File: config.mk
export PLATFORM = sky130hd
export DESIGN_NAME = regfile_wb_ctrl
export DESIGN_NICKNAME = d
export VERILOG_FILES = /design/src/rtl/regfile_wb_ctrl_pkg.sv /design/src/rtl/regfile_wb_ctrl_ld_queue.sv /design/src/rtl/regfile_wb_ctrl.sv
export SDC_FILE = /design/constraint.sdc
export NUM_CORES = 1
export LEC_CHECK = 0
export BUFFER_PORTS_ARGS = -buffer_cell sky130_fd_sc_hd__buf_2
export CELL_PAD_IN_SITES_DETAIL_PLACEMENT = 1
export CELL_PAD_IN_SITES_GLOBAL_PLACEMENT = 1
export CORE_UTILIZATION = 30
export DETAILED_ROUTE_END_ITERATION = 6
export PLACE_DENSITY_LB_ADDON = 0.1
export REMOVE_ABC_BUFFERS = 1
export SLEW_MARGIN = 20
export SYNTH_ARGS = -nofsm -noshare
export SYNTH_HDL_FRONTEND = slang
export SYNTH_SLANG_ARGS = --single-unit
File: constraint.sdc
create_clock -name clk -period 3.6 [get_ports clk]
set_input_delay 0.54 -clock clk [delete_from_list [all_inputs] [get_ports clk]]
set_output_delay 0.54 -clock clk [all_outputs]
set_load 0.03 [all_outputs]
File: src/rtl/regfile_wb_ctrl_pkg.sv
// Shared types and constants for the register-file write-back controller.
package regfile_wb_ctrl_pkg;

    localparam int unsigned XLEN   = 32;
    localparam int unsigned REG_AW = 5;

    localparam logic [REG_AW-1:0] REG_ZERO = '0;

    // One outstanding load: destination, returned data, data-has-arrived flag.
    typedef struct packed {
        logic [REG_AW-1:0] rd;
        logic [XLEN-1:0]   data;
        logic              done;
    } ldq_entry_t;

endpackage

File: src/rtl/regfile_wb_ctrl_ld_queue.sv
// In-order load queue with head (oldest), fill (oldest not done) and tail
// (next allocation) pointers.
// Ports:
//   clk, rst_n             clock, synchronous active-low reset
//   i_alloc, i_alloc_rd    allocate an entry at tail (caller guarantees not full)
//   i_fill, i_fill_data    store returned data at fill (caller guarantees o_fill_ok)
//   i_retire               pop head (caller guarantees head valid and done)
//   o_head, o_head_valid   oldest entry
//   o_count                occupied entries
//   o_fill_ok              an entry allocated in an earlier cycle awaits data
//   o_ent_rd, o_ent_valid  per-entry destination/valid for hazard compare
module regfile_wb_ctrl_ld_queue
    import regfile_wb_ctrl_pkg::*;
#(
    parameter  int unsigned DEPTH = 4,
    localparam int unsigned PW    = $clog2(DEPTH),
    localparam int unsigned CW    = PW + 1
) (
    input  logic                          clk,
    input  logic                          rst_n,
    input  logic                          i_alloc,
    input  logic [REG_AW-1:0]             i_alloc_rd,
    input  logic                          i_fill,
    input  logic [XLEN-1:0]               i_fill_data,
    input  logic                          i_retire,
    output ldq_entry_t                    o_head,
    output logic                          o_head_valid,
    output logic [CW-1:0]                 o_count,
    output logic                          o_fill_ok,
    output logic [DEPTH-1:0][REG_AW-1:0]  o_ent_rd,
    output logic [DEPTH-1:0]              o_ent_valid
);

    ldq_entry_t        r_ent [DEPTH];
    logic [DEPTH-1:0]  r_valid;
    logic [PW-1:0]     r_head;
    logic [PW-1:0]     r_fill;
    logic [PW-1:0]     r_tail;
    logic [CW-1:0]     r_count;
    // Entries allocated but not yet done; registered, so a same-cycle
    // allocation is never fillable.
    logic [CW-1:0]     r_unfilled;

    // Pointer/entry update; alloc, fill and retire never touch the same slot.
    always_ff @(posedge clk) begin
        if (!rst_n) begin
            r_head     <= '0;
            r_fill     <= '0;
            r_tail     <= '0;
            r_count    <= '0;
            r_unfilled <= '0;
            r_valid    <= '0;
            for (int i = 0; i < int'(DEPTH); i++) begin
                r_ent[i] <= '0;
            end
        end else begin
            if (i_alloc) begin
                r_ent[r_tail].rd   <= i_alloc_rd;
                r_ent[r_tail].done <= 1'b0;
                r_valid[r_tail]    <= 1'b1;
                r_tail             <= r_tail + PW'(1);
            end
            if (i_fill) begin
                r_ent[r_fill].data <= i_fill_data;
                r_ent[r_fill].done <= 1'b1;
                r_fill             <= r_fill + PW'(1);
            end
            if (i_retire) begin
                r_ent[r_head].done <= 1'b0;
                r_valid[r_head]    <= 1'b0;
                r_head             <= r_head + PW'(1);
            end
            r_count    <= r_count + CW'(i_alloc) - CW'(i_retire);
            r_unfilled <= r_unfilled + CW'(i_alloc) - CW'(i_fill);
        end
    end

    // Per-entry destination view for the hazard comparators.
    always_comb begin
        o_ent_rd = '0;
        for (int i = 0; i < int'(DEPTH); i++) begin
            o_ent_rd[i] = r_ent[i].rd;
        end
    end

    assign o_head       = r_ent[r_head];
    assign o_head_valid = r_valid[r_head];
    assign o_count      = r_count;
    assign o_fill_ok    = (r_unfilled != '0);
    assign o_ent_valid  = r_valid;

endmodule

File: src/rtl/regfile_wb_ctrl.sv
// Write-back controller owning the register file write port. Merges ALU
// results (priority) with in-order load returns and flags decode hazards.
// Ports:
//   clk, rst_n                        clock, synchronous active-low reset
//   alu_valid/alu_rd/alu_data         single-cycle ALU result
//   ld_issue_valid/ld_issue_rd        load issue; ld_issue_ready = queue not full
//   ld_resp_valid/ld_resp_data        in-order load data return
//   rs1_addr/rs2_addr/rd_addr         decode operands; hazard is combinational
//   wr_en/wr_addr/wr_data             registered register-file write port
//   ldq_count                         occupied queue entries
//   ld_resp_err                       sticky: response with nothing to fill
module regfile_wb_ctrl
    import regfile_wb_ctrl_pkg::*;
#(
    parameter  int unsigned LDQ_DEPTH = 4,
    localparam int unsigned CW        = $clog2(LDQ_DEPTH) + 1
) (
    input  logic              clk,
    input  logic              rst_n,
    input  logic              alu_valid,
    input  logic [REG_AW-1:0] alu_rd,
    input  logic [XLEN-1:0]   alu_data,
    input  logic              ld_issue_valid,
    input  logic [REG_AW-1:0] ld_issue_rd,
    output logic              ld_issue_ready,
    input  logic              ld_resp_valid,
    input  logic [XLEN-1:0]   ld_resp_data,
    input  logic [REG_AW-1:0] rs1_addr,
    input  logic [REG_AW-1:0] rs2_addr,
    input  logic [REG_AW-1:0] rd_addr,
    output logic              hazard,
    output logic              wr_en,
    output logic [REG_AW-1:0] wr_addr,
    output logic [XLEN-1:0]   wr_data,
    output logic [CW-1:0]     ldq_count,
    output logic              ld_resp_err
);

    ldq_entry_t                        w_head;
    logic                              w_head_valid;
    logic [CW-1:0]                     w_count;
    logic                              w_fill_ok;
    logic [LDQ_DEPTH-1:0][REG_AW-1:0]  w_ent_rd;
    logic [LDQ_DEPTH-1:0]              w_ent_valid;
    logic                              w_issue;
    logic                              w_fill;
    logic                              w_retire;
    logic                              w_hazard;
    logic [2:0][REG_AW-1:0]            w_srcs;

    logic                              r_wr_en;
    logic [REG_AW-1:0]                 r_wr_addr;
    logic [XLEN-1:0]                   r_wr_data;
    logic                              r_err;

    // Ready comes from the registered count only; no retire look-ahead.
    assign ld_issue_ready = (w_count < CW'(LDQ_DEPTH));
    assign w_issue        = ld_issue_valid && ld_issue_ready;
    assign w_fill         = ld_resp_valid && w_fill_ok;
    // ALU owns the write port whenever it is valid; loads wait.
    assign w_retire       = !alu_valid && w_head_valid && w_head.done;

    regfile_wb_ctrl_ld_queue #(
        .DEPTH (LDQ_DEPTH)
    ) u_ld_queue (
        .clk          (clk),
        .rst_n        (rst_n),
        .i_alloc      (w_issue),
        .i_alloc_rd   (ld_issue_rd),
        .i_fill       (w_fill),
        .i_fill_data  (ld_resp_data),
        .i_retire     (w_retire),
        .o_head       (w_head),
        .o_head_valid (w_head_valid),
        .o_count      (w_count),
        .o_fill_ok    (w_fill_ok),
        .o_ent_rd     (w_ent_rd),
        .o_ent_valid  (w_ent_valid)
    );

    // Write port register with x0 suppression, plus sticky response error.
    always_ff @(posedge clk) begin
        if (!rst_n) begin
            r_wr_en   <= 1'b0;
            r_wr_addr <= '0;
            r_wr_data <= '0;
            r_err     <= 1'b0;
        end else begin
            r_wr_en <= 1'b0;
            if (alu_valid) begin
                r_wr_en   <= (alu_rd != REG_ZERO);
                r_wr_addr <= alu_rd;
                r_wr_data <= alu_data;
            end else if (w_retire) begin
                r_wr_en   <= (w_head.rd != REG_ZERO);
                r_wr_addr <= w_head.rd;
                r_wr_data <= w_head.data;
            end
            if (ld_resp_valid && !w_fill_ok) begin
                r_err <= 1'b1;
            end
        end
    end

    assign w_srcs = {rd_addr, rs2_addr, rs1_addr};

    // Stall if any nonzero operand matches a queued load or the write in flight.
    always_comb begin
        w_hazard = 1'b0;
        for (int a = 0; a < 3; a++) begin
            if (w_srcs[a] != REG_ZERO) begin
                if (r_wr_en && (r_wr_addr == w_srcs[a])) begin
                    w_hazard = 1'b1;
                end
                for (int i = 0; i < int'(LDQ_DEPTH); i++) begin
                    if (w_ent_valid[i] && (w_ent_rd[i] == w_srcs[a])) begin
                        w_hazard = 1'b1;
                    end
                end
            end
        end
    end

    assign hazard      = w_hazard;
    assign wr_en       = r_wr_en;
    assign wr_addr     = r_wr_addr;
    assign wr_data     = r_wr_data;
    assign ldq_count   = w_count;
    assign ld_resp_err = r_err;

endmodule

# --- Word level (Yosys, flattened, before mapping) ---
# Memories as Yosys holds them, arrays and structs flattened. A register that Yosys moved wholly into a read port is not among the register bits.
# Cells that the tools add are included.
totals:
  register_bits: 55
  ramBits: 152
  in_bits: 94
  output_inout_bits: 44
  memories: 1
mem_list:
  columns: ["name", "words", "width", "read_ports", "rd_clocked_by_memory_dff", "write_ports", "line_no", "rtl"]
  rows:
  - ["u_ld_queue.r_ent", 4, 38, 5, 1, 4, "regfile_wb_ctrl_ld_queue.sv:34", "ldq_entry_t r_ent [DEPTH];"]
op_classes:
  add_sub_neg: 7
  n_lt_le_gt_ge: 5
  n_eq_ne: 15
  muxes: 54
  n_bitwise: 3
  n_reduce_logical: 34
ops:
  columns: ["op", "n"]
  rows:
  - ["38-bit 2-to-1 mux", 3]
  - ["38-bit OR reduction", 3]
  - ["5-bit equality test", 15]
  - ["32-bit 2-to-1 mux", 2]
  - ["1-bit 2-to-1 mux", 33]
  - ["5-bit nonzero test", 5]
  - ["1-bit logical AND", 22]
  - ["2-bit 2-to-1 mux", 8]
  - ["4-bit 2-to-1 mux", 3]
  - ["5-bit 2-to-1 mux", 2]
  - ["2-bit by 1-bit adder with 2-bit output (second input constant)", 3]
  - ["3-bit by 1-bit adder with 3-bit output", 2]
  - ["2-bit by 3-bit < comparator with 1-bit output (second input constant)", 2]
  - ["3-bit by 1-bit subtractor with 3-bit output", 2]
  - ["4-bit AND", 1]
  - ["1-bit demux with 2-bit select", 2]
  - ["2-bit by 1-bit >= comparator with 1-bit output (second input constant)", 2]
  - ["4-bit NOT", 1]
  - ["4-bit OR", 1]
  - ["3-bit < comparator (second input constant)", 1]
  - ["3-bit nonzero test", 1]
  - ["1-bit binary-select mux with 2-bit select", 1]
  - ["1-bit logical NOT", 2]
  - ["2-bit nonzero test", 1]

# --- Longest topological paths before layout ---
logic_depth:
  word_depth: 20
  ltp_mapped: 14
  mapped_depth_nobuf: 11

# --- Cells and area by module ---
# From an unflattened synthesis, not the netlist that was laid out.
hier_totals:
  cells_unflattened: 856
  area_unflattened_um2: 10652.7
modules_own_cells:
  columns: ["mod", "instances", "cells_per_inst", "area_per_inst_um2", "seq_area_each_um2"]
  rows:
  - ["regfile_wb_ctrl_ld_queue", 1, 507, 7744.9, 4884.7]
  - ["regfile_wb_ctrl", 1, 349, 2907.8, 780.7]

# --- Worst setup path before layout ---
# Ideal clock, no wire load.
synth_timing:
  path_type: "reg-to-reg"
  startpoint: "register u_ld_queue.r_head[0]"
  endpoint: "register u_ld_queue.r_count[2], in the netlist u_ld_queue.o_count[2]"
  setup_ps: 128
  arrival_ps: 2653
  required_ps: 3472
  setup_slack_ps: 819
  path_stages_with_launch: 14
  cell_sequence: "dfxtp_1 > mux4_2 > nand3_1 > inv_2 > buf_4 > buf_2 > ha_1 > inv_1 > ha_1 > inv_1 > fa_1 > xnor2_1 > xnor2_1 > nor2_1"
synth_via:
  elab_chain_cells: 5
synth_lines:
  columns: ["item", "line_no", "rtl"]
  rows:
  - ["from (decl)", "regfile_wb_ctrl_ld_queue.sv:36", "logic [PW-1:0] r_head;"]
  - ["from (signal assigned)", "regfile_wb_ctrl_ld_queue.sv:71", "r_head <= r_head + PW'(1);"]
  - ["1-bit binary-select mux with 2-bit select", "regfile_wb_ctrl_ld_queue.sv:87", "assign o_head_valid = r_valid[r_head];"]
  - ["1-bit 2-to-1 mux (not written as such)", "regfile_wb_ctrl_ld_queue.sv:87", null]
  - ["1-bit logical AND (2 in a row)", "regfile_wb_ctrl.sv:61", "assign w_retire = !alu_valid && w_head_valid && w_head.done;"]
  - ["via u_ld_queue.i_retire", "regfile_wb_ctrl_ld_queue.sv:25", "input logic i_retire,"]
  - ["3-bit by 1-bit subtractor with 3-bit output", "regfile_wb_ctrl_ld_queue.sv:73", "r_count <= r_count + CW'(i_alloc) - CW'(i_retire);"]
  - ["to (signal assigned)", "regfile_wb_ctrl_ld_queue.sv:73", null]
  - ["to (decl)", "regfile_wb_ctrl_ld_queue.sv:39", "logic [CW-1:0] r_count;"]
# The timed path passes the listed nets, and every way through them passes these cells. The select of a mux whose other input is x is not followed.
# A chain may end at the register's enable or synchronous reset.

==> impl_metrics.py <==
metrics = {
    "sta": {
        "hold_violations": 0,
        "setup_viol": 0,
        "finalClockSkew_ps": 15.5,
        "fmax_mhz": 352,
        "period_share_pct": 78.9,
        "grt_setup_unrepaired": "false",
        "tightestPinTransition_ps": 906,
        "slew_headroom_pct": 39.6,
        "post-route-min-period_ps": 2840,
        "finalSetupTns_ps": 0,
        "drv_slew": 0,
    },
    "power_and_ir_drop": {
        "p_sw_share_pct": 27.0,
        "leakagePower_nw": 4.65,
        "p_switching_mw": 1.76,
        "combPwrFrac_pct": 16.3,
        "vdd_drop_max_uv": 383,
        "seq_power_share_pct": 46.0,
        "share_clk_of_total_power_pct": 37.8,
        "p_int_mw": 4.76,
        "power_density_nw_per_um2": 544,
    },
    "final_layout": {
        "nNetsFinal": 1023,
        "final_cell_mix": "edfxtp_1, and2_1, buf_2",
        "area_delta_synth_final_pct": 18.9,
        "final_common_cell": "edfxtp_1",
        "fill_cells": 3536,
        "final_util_pct": 36.6,
        "antenna_cells": 0,
        "drive_gt1_share_pct": 25.1,
    },
    "global_route": {
        "use_met2_pct": 29.1,
        "gr-usage-met1_pct": 21.3,
        "grt_pass1_wl_um": 42700,
        "antenna_found_initial": 5,
        "grt-busiest-layer": "met2",
        "gr-total-overflow": 0,
        "grt_max_degree": 75,
        "grt_pass1_vias": 6907,
        "track_usage_pct": 16.6,
        "grt_use_met3_pct": 3.07,
    },
    "clock_tree": {
        "cts_resized": 0,
        "path_clk_slew_ps": 60,
        "cts_hold_buf": 0,
        "htree_levels": 1,
        "cts_root_buf": "clkbuf_16",
        "insertion_delay_ps": 510,
        "post_cts_buffers": 0,
        "cts_sinks": 209,
        "clk_path_buf_depth": 3,
        "cts_tree": "built",
        "cts-buffers-inserted": 25,
    },
    "synthesis": {
        "yosys_warnings": 0,
        "synth_cell_types": 33,
        "netlist_area_sq_um": 10100,
        "synth_edf_count": 148,
        "ys_seq_area_share_pct": 56.2,
        "yosys.area.top_type": "edfxtp_1",
        "synthArstFlopShare_pct": 0,
        "synthTopCellsByArea": "edfxtp_1, dfxtp_1, and2_1",
        "ys_ff_latch": 209,
        "syn_avg_cell_area_sq_um": 12.7,
        "ys.flop_type": "edfxtp_1",
        "synth_cells": 794,
        "netlist.area_leader.share_pct": 44.0,
    },
    "drt": {
        "ant_nets": 0,
        "viasPerCell": 4.78,
        "routedWlPerCell_um": 20.3,
        "num_vias": 6559,
        "routed_wl_um": 27800,
        "drt_iter0_drc": 291,
        "drtPass1Iterations": 4,
        "drc": 0,
    },
    "worst_setup_path": {
        "timing.rr.end": "u_ld_queue.o_count[2]",
        "end_kind": "output port",
        "timing.rr.start": "u_ld_queue.r_head[0]",
        "regToRegSetupSlack_ps": 1040,
        "ff2ff_path_depth": 11,
        "worstPathArrival_ps": 2300,
        "cp_data_required_time_ps": 3060,
        "worstSetupStartpointType": "flop",
        "path_class": "reg -> out",
        "cp_max_fo": 4,
    },
    "die": {
        "die_area_sq_um": 34400,
        "die_width_um": 185,
        "rows": 66,
        "fp.dieH_um": 185,
        "ios": 138,
        "initial_core_util_pct": 30.8,
        "core_sq_um": 32800,
    },
    "min_path": {
        "hp-class": "in -> reg",
        "worstHoldEndpoint": "ld_resp_err",
        "worstHoldStart": "ld_resp_valid",
        "whs_path_depth": 3,
    },
    "job": {
        "drv_cap": 0,
    },
    "placement": {
        "dp_hpwl_um": 17900,
        "gp_congestion": 0.807,
        "portBuffers": 137,
    },
    "status": {
        "outcome": "finished, final reports clean",
    },
}
## critical path: stages, from the launching register on
cell and delay, ps:
edfxtp_1 530, xor2_1 210, nor4_1 400, nand3_1 120
nand2_1 80, o22ai_1 120, nand3_1 120, buf_2 200
## stage by stage
stage	instances	cell area (sq um)	hold slack (ps)	total power, mW	worst slack [ps]
6_report	1371	12000	269	6.52	759
3_5_place_dp	1326	11200	467	4.14	1030
4_1_cts	1371	12000	251	6.63	752
5_1_grt	1371	12000	293	6.84	637
2_1_floorplan	731	9830	485	3.69	-762
3_3_place_gp	1326	11200	444	4.13	1080
## layout make-up
| class | count | area (sq um) | area share, % |
|---|---|---|---|
| tap | 442 | 553 | 4.61 |
| sequential | 209 | 5670 | 47.2 |
| timing repair buffer | 153 | 806 | 6.72 |
| clock buffer | 35 | 693 | 5.78 |
| clock inverter | 10 | 103 | 0.855 |
| multi-input combinational | 505 | 4110 | 34.3 |
| inverter | 17 | 63.8 | 0.532 |
## registers in the layout (all words and copies together), names as in the netlist, 2 cells and up, named ones only
name	cells
u_ld_queue.o_ent_valid	4
u_ld_queue.r_tail	2
wr_addr	5
wr_data	32
u_ld_queue.r_unfilled	3
u_ld_queue.r_ent	152
u_ld_queue.r_head	2
u_ld_queue.r_fill	2
u_ld_queue.o_count	3
## cells in the mapped netlist, types with 2 or more instances
library cell,count
edfxtp_1,148
and2_1,145
dfxtp_1,61
xor2_1,61
clkbuf_1,53
a21oi_1,48
mux2i_1,38
o21ai_0,38
mux4_2,34
nand3_1,20
xnor2_1,20
ha_1,16
nor4_1,15
inv_1,13
nor2_1,12
nand2_1,10
and3_1,9
buf_2,8
a31oi_1,7
mux4_1,5
or4_1,5
a211oi_1,4
nand2b_1,4
nor3_1,4
inv_2,3
o22ai_1,3
fa_1,2
nand4_1,2
nor2b_1,2
## worst max path at each step
stage / from / to / slack [ps] / cells after the start
after detailed placement: u_ld_queue.r_head[0] / u_ld_queue.o_count[2] / 1030 / 11
after global placement: u_ld_queue.r_head[0] / u_ld_queue.o_count[2] / 1080 / 11
after global routing: u_ld_queue.r_ent[3][34] / hazard / 640 / 7
final: u_ld_queue.r_ent[3][34] / hazard / 760 / 7
after CTS: u_ld_queue.r_ent[3][34] / hazard / 750 / 7
after floorplan: flop / u_ld_queue.o_count[2] / -760 / 11
## per-layer routing
metal | routed length (um) | part of all wire (%) | up-vias
li1 | - | - | 3087
met1 | 12300 | 44 | 3281
met2 | 13800 | 49 | 138
met3 | 1240 | 4.5 | 43
met4 | 414 | 1.5 | 10
met5 | 63 | 0.23 | -
## power groups by stage
stage	clock network [mW]	registers (mW)	logic, mW
2_1_floorplan	0	3.10	0.598
3_3_place_gp	0	3.05	1.08
3_5_place_dp	0	3.05	1.09
4_1_cts	2.54	3.00	1.09
5_1_grt	2.62	3.03	1.19
6_report	2.46	3.00	1.06
## cells by family after synthesis
group                    after synthesis  synth area share (%)
AND/OR/NAND/NOR                      228                  13.4
flip-flops                           209                  56.2
AO/OA/AOI/OAI                        101                  5.23
XOR/XNOR                              81                  7.03
buffers and inverters                 80                  3.19
multiplexers                          77                  12.7
adder cells (fa/ha/maj)               18                  2.38
Note: power is estimated with default switching activity, not from simulation.
